File: src/rtl/uart_pkg.sv
// Shared types and constants for the UART receive path: FSM state encoding,
// bit-period helper and the ASCII command codes used by the stopwatch parser.
package uart_pkg;

  typedef enum logic [2:0] {
    StIdle,
    StStart,
    StData,
    StParity,
    StStop,
    StBreak
  } rx_state_t;

  localparam logic [7:0] ASCII_S = 8'h53;
  localparam logic [7:0] ASCII_s = 8'h73;
  localparam logic [7:0] ASCII_0 = 8'h30;

  function automatic int unsigned calc_clks_per_bit(input int unsigned clk_hz,
                                                    input int unsigned baud);
    return clk_hz / baud;
  endfunction

endpackage

File: src/rtl/sync_2ff.sv
// Two-flop synchronizer for a single asynchronous bit; the reset value is a
// parameter so idle-high lines come out of reset in their idle state.
module sync_2ff #(
  parameter logic ResetVal = 1'b0
) (
  input  logic clk_i,
  input  logic rst_i,
  input  logic d_i,
  output logic q_o
);

  logic meta_q;
  logic sync_q;

  always_ff @(posedge clk_i) begin
    if (rst_i) begin
      meta_q <= ResetVal;
      sync_q <= ResetVal;
    end else begin
      meta_q <= d_i;
      sync_q <= meta_q;
    end
  end

  assign q_o = sync_q;

endmodule

File: src/rtl/uart_rx_sampler.sv
// Oversampling UART receiver (8N1, or 8E1 when UART_RX_PARITY_EN is defined)
// producing one-cycle valid / framing-error / parity-error strobes.
module uart_rx_sampler
  import uart_pkg::*;
#(
  parameter int unsigned CLK_HZ       = 50_000_000,
  parameter int unsigned BAUD         = 115_200,
  parameter int unsigned CLKS_PER_BIT = calc_clks_per_bit(CLK_HZ, BAUD)
) (
  input  logic       clk,
  input  logic       rst,
  input  logic       rx_serial,
  output logic [7:0] rx_byte,
  output logic       rx_dv,
  output logic       rx_frame_err,
  output logic       rx_parity_err
);

  localparam int unsigned CntW = $clog2(CLKS_PER_BIT);
  localparam logic [CntW-1:0] CntLast = CntW'(CLKS_PER_BIT - 1);
  localparam logic [CntW-1:0] CntHalf = CntW'(CLKS_PER_BIT / 2 - 1);

  logic rxs;

  rx_state_t       state_q, state_d;
  logic [CntW-1:0] cnt_q, cnt_d;
  logic [2:0]      idx_q, idx_d;
  logic [7:0]      shift_q, shift_d;
  logic [7:0]      byte_q, byte_d;
  logic            dv_q, dv_d;
  logic            ferr_q, ferr_d;
`ifdef UART_RX_PARITY_EN
  logic            par_bad_q, par_bad_d;
  logic            perr_q, perr_d;
`endif

  sync_2ff #(
    .ResetVal(1'b1)
  ) u_sync (
    .clk_i(clk),
    .rst_i(rst),
    .d_i  (rx_serial),
    .q_o  (rxs)
  );

  always_comb begin
    state_d = state_q;
    cnt_d   = cnt_q + CntW'(1);
    idx_d   = idx_q;
    shift_d = shift_q;
    byte_d  = byte_q;
    dv_d    = 1'b0;
    ferr_d  = 1'b0;
`ifdef UART_RX_PARITY_EN
    par_bad_d = par_bad_q;
    perr_d    = 1'b0;
`endif
    unique case (state_q)
      StIdle: begin
        if (!rxs) begin
          cnt_d   = '0;
          state_d = StStart;
        end
      end
      StStart: begin
        // Mid-start-bit check rejects short glitches on an idle line.
        if (cnt_q == CntHalf) begin
          if (!rxs) begin
            cnt_d   = '0;
            idx_d   = '0;
            state_d = StData;
          end else begin
            state_d = StIdle;
          end
        end
      end
      StData: begin
        if (cnt_q == CntLast) begin
          cnt_d   = '0;
          shift_d = {rxs, shift_q[7:1]};
          idx_d   = idx_q + 3'd1;
          if (idx_q == 3'd7) begin
`ifdef UART_RX_PARITY_EN
            state_d = StParity;
`else
            state_d = StStop;
`endif
          end
        end
      end
`ifdef UART_RX_PARITY_EN
      StParity: begin
        if (cnt_q == CntLast) begin
          cnt_d     = '0;
          par_bad_d = (rxs != ^shift_q);
          state_d   = StStop;
        end
      end
`endif
      StStop: begin
        if (cnt_q == CntLast) begin
          cnt_d = '0;
          if (rxs) begin
            state_d = StIdle;
`ifdef UART_RX_PARITY_EN
            if (par_bad_q) begin
              perr_d = 1'b1;
            end else begin
              byte_d = shift_q;
              dv_d   = 1'b1;
            end
`else
            byte_d = shift_q;
            dv_d   = 1'b1;
`endif
          end else begin
            ferr_d  = 1'b1;
            state_d = StBreak;
          end
        end
      end
      StBreak: begin
        if (rxs) begin
          state_d = StIdle;
        end
      end
      default: state_d = StIdle;
    endcase
  end

  always_ff @(posedge clk) begin
    if (rst) begin
      state_q <= StIdle;
      cnt_q   <= '0;
      idx_q   <= '0;
      shift_q <= '0;
      byte_q  <= '0;
      dv_q    <= 1'b0;
      ferr_q  <= 1'b0;
`ifdef UART_RX_PARITY_EN
      par_bad_q <= 1'b0;
      perr_q    <= 1'b0;
`endif
    end else begin
      state_q <= state_d;
      cnt_q   <= cnt_d;
      idx_q   <= idx_d;
      shift_q <= shift_d;
      byte_q  <= byte_d;
      dv_q    <= dv_d;
      ferr_q  <= ferr_d;
`ifdef UART_RX_PARITY_EN
      par_bad_q <= par_bad_d;
      perr_q    <= perr_d;
`endif
    end
  end

  assign rx_byte      = byte_q;
  assign rx_dv        = dv_q;
  assign rx_frame_err = ferr_q;
`ifdef UART_RX_PARITY_EN
  assign rx_parity_err = perr_q;
`else
  assign rx_parity_err = 1'b0;
`endif

endmodule
File: config.mk
export PLATFORM = sky130hd
export DESIGN_NAME = uart_rx_sampler
export DESIGN_NICKNAME = d
export VERILOG_FILES = /design/src/rtl/uart_pkg.sv /design/src/rtl/sync_2ff.sv /design/src/rtl/uart_rx_sampler.sv
export SDC_FILE = /design/constraint.sdc
export NUM_CORES = 1
export LEC_CHECK = 0
export ABC_AREA = 1
export BUFFER_PORTS_ARGS = -buffer_cell sky130_fd_sc_hd__clkbuf_2
export CORE_UTILIZATION = 52
export CTS_CLUSTER_DIAMETER = 50
export CTS_CLUSTER_SIZE = 28
export DETAILED_ROUTE_END_ITERATION = 7
export HOLD_SLACK_MARGIN = 0.05
export PLACE_DENSITY_LB_ADDON = 0.15
export SKIP_LAST_GASP = 1
export SLEW_MARGIN = 20
export SYNTH_ARGS = -nofsm -noshare
export SYNTH_HDL_FRONTEND = slang
export SYNTH_SLANG_ARGS = --single-unit
File: constraint.sdc
create_clock -name clk -period 1.55 [get_ports clk]
set_clock_uncertainty 0.2 [all_clocks]
set_input_delay 0.0775 -clock clk [delete_from_list [all_inputs] [get_ports clk]]
set_output_delay 0.0775 -clock clk [all_outputs]
set_load 0.02 [all_outputs]
; Word-level counts from Yosys, hierarchy flattened
; Cells that the tools add are included.
[word_totals]
word_cells = 54
inputBits = 3
reg_bits = 35
[op_classes]
n_mux = 19
addsub = 2
bitwise = 2
eq_ne = 14
reduce_logical = 8
[ops]
columns = operator, count
row1 = $mux W3, 10
row2 = $mux W9, 3
row3 = $pmux W9 S3, 1
row4 = $pmux W3 S5, 1
row5 = $ne A2 B2 Y1 const B, 6
row6 = $add A9 B1 Y9 const B, 1
row7 = $eq A3 B3 Y1 const B, 3
row8 = $eq A9 B8 Y1 const B, 1
row9 = $eq A9 B9 Y1 const B, 1
row10 = $pmux W3 S2, 1
row11 = $reduce_and A6 Y1, 1
row12 = $reduce_and A4 Y1, 1
row13 = $add A3 B1 Y3 const B, 1
row14 = $eq A3 B1 Y1 const B, 1
row15 = $eq A3 B2 Y1 const B, 1
row16 = $logic_not A3 Y1, 1
row17 = $reduce_and A3 Y1, 1
row18 = $reduce_or A3 Y1, 1
row19 = $mux W1, 2
row20 = $mux W2, 1
row21 = $ne A2 B1 Y1 const B, 1
row22 = $not A1 Y1, 2
row23 = $reduce_and A2 Y1, 1
row24 = $reduce_bool A2 Y1, 1
row25 = $reduce_or A2 Y1, 1

; Depth between registers and ports, before layout
[depth]
ltp_word = 4
depth_mapped = 11
depth_no_buf = 11

; Modules after synthesis
; From an unflattened synthesis, not the netlist that was laid out.
[hier_totals]
hier_cells = 201
hier_area_um2 = 1615.3
[by_module_without_submodules]
columns = module, cells_each, area_each_um2, n_inst
row1 = uart_rx_sampler, 194, 1556.5, 1
row2 = sync_2ff, 7, 58.8, 1

; Least setup slack after synthesis
; OpenSTA, ideal clock, no wires.
[synth_timing]
path_type = register to register
from = register cnt_q[0]
to = register cnt_q[7]
path_stages_with_launch = 9
t_required_ns = 1.218
synth_period_minus_slack_ns = 1.633
setup_time_ns = 0.132
arrival_time_ns = 1.301
n_path_buf = 0
path_slack_ns = -0.083
path_cell_list = dfxtp_1 -> ha_1 -> nand2_1 -> nor2_1 -> nand2_4 -> nand2_2 -> nand2_4 -> nor2_4 -> nor3_1
[synth_between]
elab_chain_len = 4
word_cells_on_any_way = 7
classes_between = add/sub: 1 / eq/ne: 2 / mux: 4
[synth_rtl]
columns = item, line
row1 = "start, declared", uart_rx_sampler.sv:26  ; logic [CntW-1:0] cnt_q, cnt_d;
row2 = "start signal, assigned", uart_rx_sampler.sv:146  ; cnt_q <= cnt_d;
row3 = $add A9 B1 Y9, uart_rx_sampler.sv:48  ; cnt_d = cnt_q + CntW'(1);
row4 = $mux W9, "uart_rx_sampler.sv:60, uart_rx_sampler.sv:68"
row5 = $mux W9, uart_rx_sampler.sv:67  ; if (cnt_q == CntHalf) begin
row6 = $pmux W9 S3 (*), uart_rx_sampler.sv:58  ; unique case (state_q)
; Every way passes the cells marked *; elsewhere a longest branch is shown, timed or not.
; A chain may end at the register's enable or synchronous reset.

; Final worst setup path
[layout_timing]
from = register cnt_q[1]
to = register byte_q[2], in the netlist rx_byte[2]
[layout_between]
elab_chain_len = 2
[layout_rtl]
columns = item, line
row1 = $eq A9 B9 Y1, uart_rx_sampler.sv:101  ; if (cnt_q == CntLast) begin
row2 = $reduce_and A3 Y1 (no line), --
row3 = "end signal, assigned", uart_rx_sampler.sv:149  ; byte_q <= byte_d;
row4 = "end, declared", uart_rx_sampler.sv:29  ; logic [7:0] byte_q, byte_d;
; No other way between the ends.

==> summary.md <==
| Metric | Value |
|---|---|
| Status | finished, violations left |
| Setup violations, final | 33 |
| Final setup margin | -0.143 ns |
| CTS clk-pin slew, worst paths | 0.11 ns |
| Antenna violations before repair | 0 |
| Failing checks | DRC, setup timing |
| Setup TNS Final | -2.76 ns |
| ANT cells | 0 |
| Layout cell share with drive strength beyond 1 | 37.0% |
| Max H-tree Level | 2 |
| Hpwl dp | 2.15 mm |
| Via/cell ratio | 5.34 |
| Die ar. | 0.00330 sq mm |
| Cell variety after synth | 30 |
| First-pass GRT wire length | 5.58 mm |
| Hold Crit Class | in2reg |
| Row cnt | 19 |
| Pin count of the biggest net entering global routing | 21 |
| Post-synth top flop | dfxtp_1 |
| Fin cells | 261 |
| Leak | 0.900 nW |
| Final net count | 237 |
| Die Wd | 57.4 um |
| Root buf cell | clkbuf_4 |
| Register area share after synthesis | 43.9% |
| Routed Wire Length | 3.58 mm |
| Remaining DRCs | 3 |
| RSZ-0062 raised after global routing | true |
| Worst-path fanout max | 6 |
| Longest Clk Path Bufs | 2 |
| GRT Util Overall | 22.6% |
| Kind of end point of the critical path | register |
| Initial Util | 56.4% |
| Final hold vios | 0 |
| IO Pins | 14 |
| Overall power | 2.95 mW |
| Number of global-route vias before repair | 1,274 |
| Synth warnings | 0 |
| Max-slew violations | 0 |
| ANT nets after route | 0 |
| Layout area overhead | 30.1% |
| Chip height | 57.4 um |
| Pwr dens | 1420 mW/mm^2 |
| Total placed cells including tap cells | 244 |
| Vias | 1,395 |
| Maximum VDD drop | 0.000683 V |
| Routability Congestion | 0.839 |
| Post-synthesis net count | 202 |
| Cell area after synthesis | 0.00160 sq mm |
| Final core utilization | 73.4% |
| EDFF count, synth | 0 |
| Post-Synthesis Cells | 194 |
| Pre-CTS WS | -0.137 ns |
| Worst EP required | 1.63 ns |
| Critical Path AT | 1.78 ns |
| DR pass1 iterations | 6 |
| CTS Sinks | 35 |
| Max cap viols | 0 |
| Number of synthesized register bits | 35 |
| GRT overflow | 0 |
| Tightest Pin Transition | 0.632 ns |
| Total CTS buffers | 5 |
| Fin crit period | 1.69 ns |
| Total core area | 0.00283 sq mm |
| Input/output buffers | 12 |
| Post-Synthesis Mean Instance Area | 8.23 sq um |
| Kind of critical path | reg2reg |
| Relative slew slack | 57.8% |
| Clk Latency, worst-skew pair | 0.34 ns |
| CTS tree | done |
| Startpoint Class | register |
| FMAX | 591 MHz |
| Post-route clock period utilization | 109% |
| Routed len/inst | 13.7 um |
| Async SR Flop Fraction | 0% |
| Iter 0 DRT Violations | 46 |
## Yosys cell counts, drive strengths merged, types with 2 or more instances
cell	number	area, sq um
dfxtp	35	701
nand2	33	156
inv	24	90.1
a21oi	20	100
nor2	20	116
o21ai	20	104
nor3	12	82.6
ha	5	62.6
nand3	5	37.5
xor2	5	43.8
clkbuf	3	11.3
buf	2	18.8
nor3b	2	20.0
nor4	2	12.5
or2	2	12.5
xnor2	2	17.5
## registers in the layout (all words and copies together), names as in the netlist
signal	flops
u_sync.meta_q	1
cnt_q	9
u_sync.q_o	1
rx_dv	1
state_q	3
idx_q	3
shift_q	8
rx_frame_err	1
rx_byte	8
## critical path: stages (launching register included)
cell and delay (ns):
dfxtp_2 0.34, inv_2 0.08, ha_4 0.14, nand2_4 0.05, nor2_4 0.10, nand2_4 0.12, nor3_4 0.22, buf_6 0.16
o21ai_1 0.05, a21oi_1 0.14
## per-stage QoR
| stage | hold slack (ns) | cell area (sq um) |
|---|---|---|
| after global placement | 0.0640 | 1770 |
| after global routing | 0.150 | 2080 |
| after detailed placement | 0.0693 | 1770 |
| final | 0.117 | 2080 |
| after CTS | 0.0555 | 1970 |
| after floorplan | -0.0530 | 1600 |
## final cells by class
cell class	count	area (sq um)
inverters	24	90.1
clock buffers	5	37.5
clock inverters	3	43.8
multi-input cells	131	916
fillers	210	752
repair buffers	32	241
flip-flops and latches	35	709
well taps	31	38.8
## power breakdown
part | total, mW | switching, mW | internal [mW]
sequential | 1.08 | 0.0955 | 0.985
combinational | 1.22 | 0.750 | 0.467
clock | 0.654 | 0.315 | 0.339
## metal layers
layer / part of all wire [%] / track usage [%]
met5: 0 / 0
met4: 2.4 / 11.1
met3: 3.8 / 5.44
met2: 49 / 36.2
met1: 45 / 28.4
## logic make-up after synthesis
group / count (synthesis) / share of synthesized area [%]
buffers and inverters: 29 / 7.52
DFF: 35 / 43.9
other: 1 / 0.235
and+or+nand+nor: 77 / 27.8
adders and majority gates: 5 / 3.92
xor gates and xnor gates: 7 / 3.84
AOI/OAI and AO/OA: 40 / 12.8
## cells in the final DEF (no fill, tap or decap), types with 7 or more instances in the layout
| cell type | synthesis | routed |
|---|---|---|
| nand2_1 | 26 | 22 |
| nor2_1 | 15 | 12 |
| dfxtp_1 | 35 | 30 |
| nand2_4 | 3 | 7 |
| clkbuf_2 | 0 | 12 |
| buf_4 | 1 | 13 |
| inv_1 | 23 | 20 |
| nor3_1 | 10 | 7 |
| a21oi_1 | 20 | 19 |
| o21ai_0 | 18 | 12 |
## final timing paths
path / cells past startpoint / endpoint / from / slack (ns)
worst max-delay path: 9 / rx_byte[2] / cnt_q[1] / -0.14
worst min-delay path: 4 / rx_byte[3] / rst / 0.12
worst max register to register: 9 / rx_byte[2] / cnt_q[1] / -0.14
worst min register to register: 1 / u_sync.q_o / u_sync.meta_q / 0.22
## timing repair
item	CTS	global route
hold buffers	3	0
setup endpoints to repair	31	33
setup buffers	4	1
gates cloned	1	0
pin swaps	5	10
endpoints found under the hold margin	15	0
resized for setup	16	30
Power figures use the tool's default switching activity.
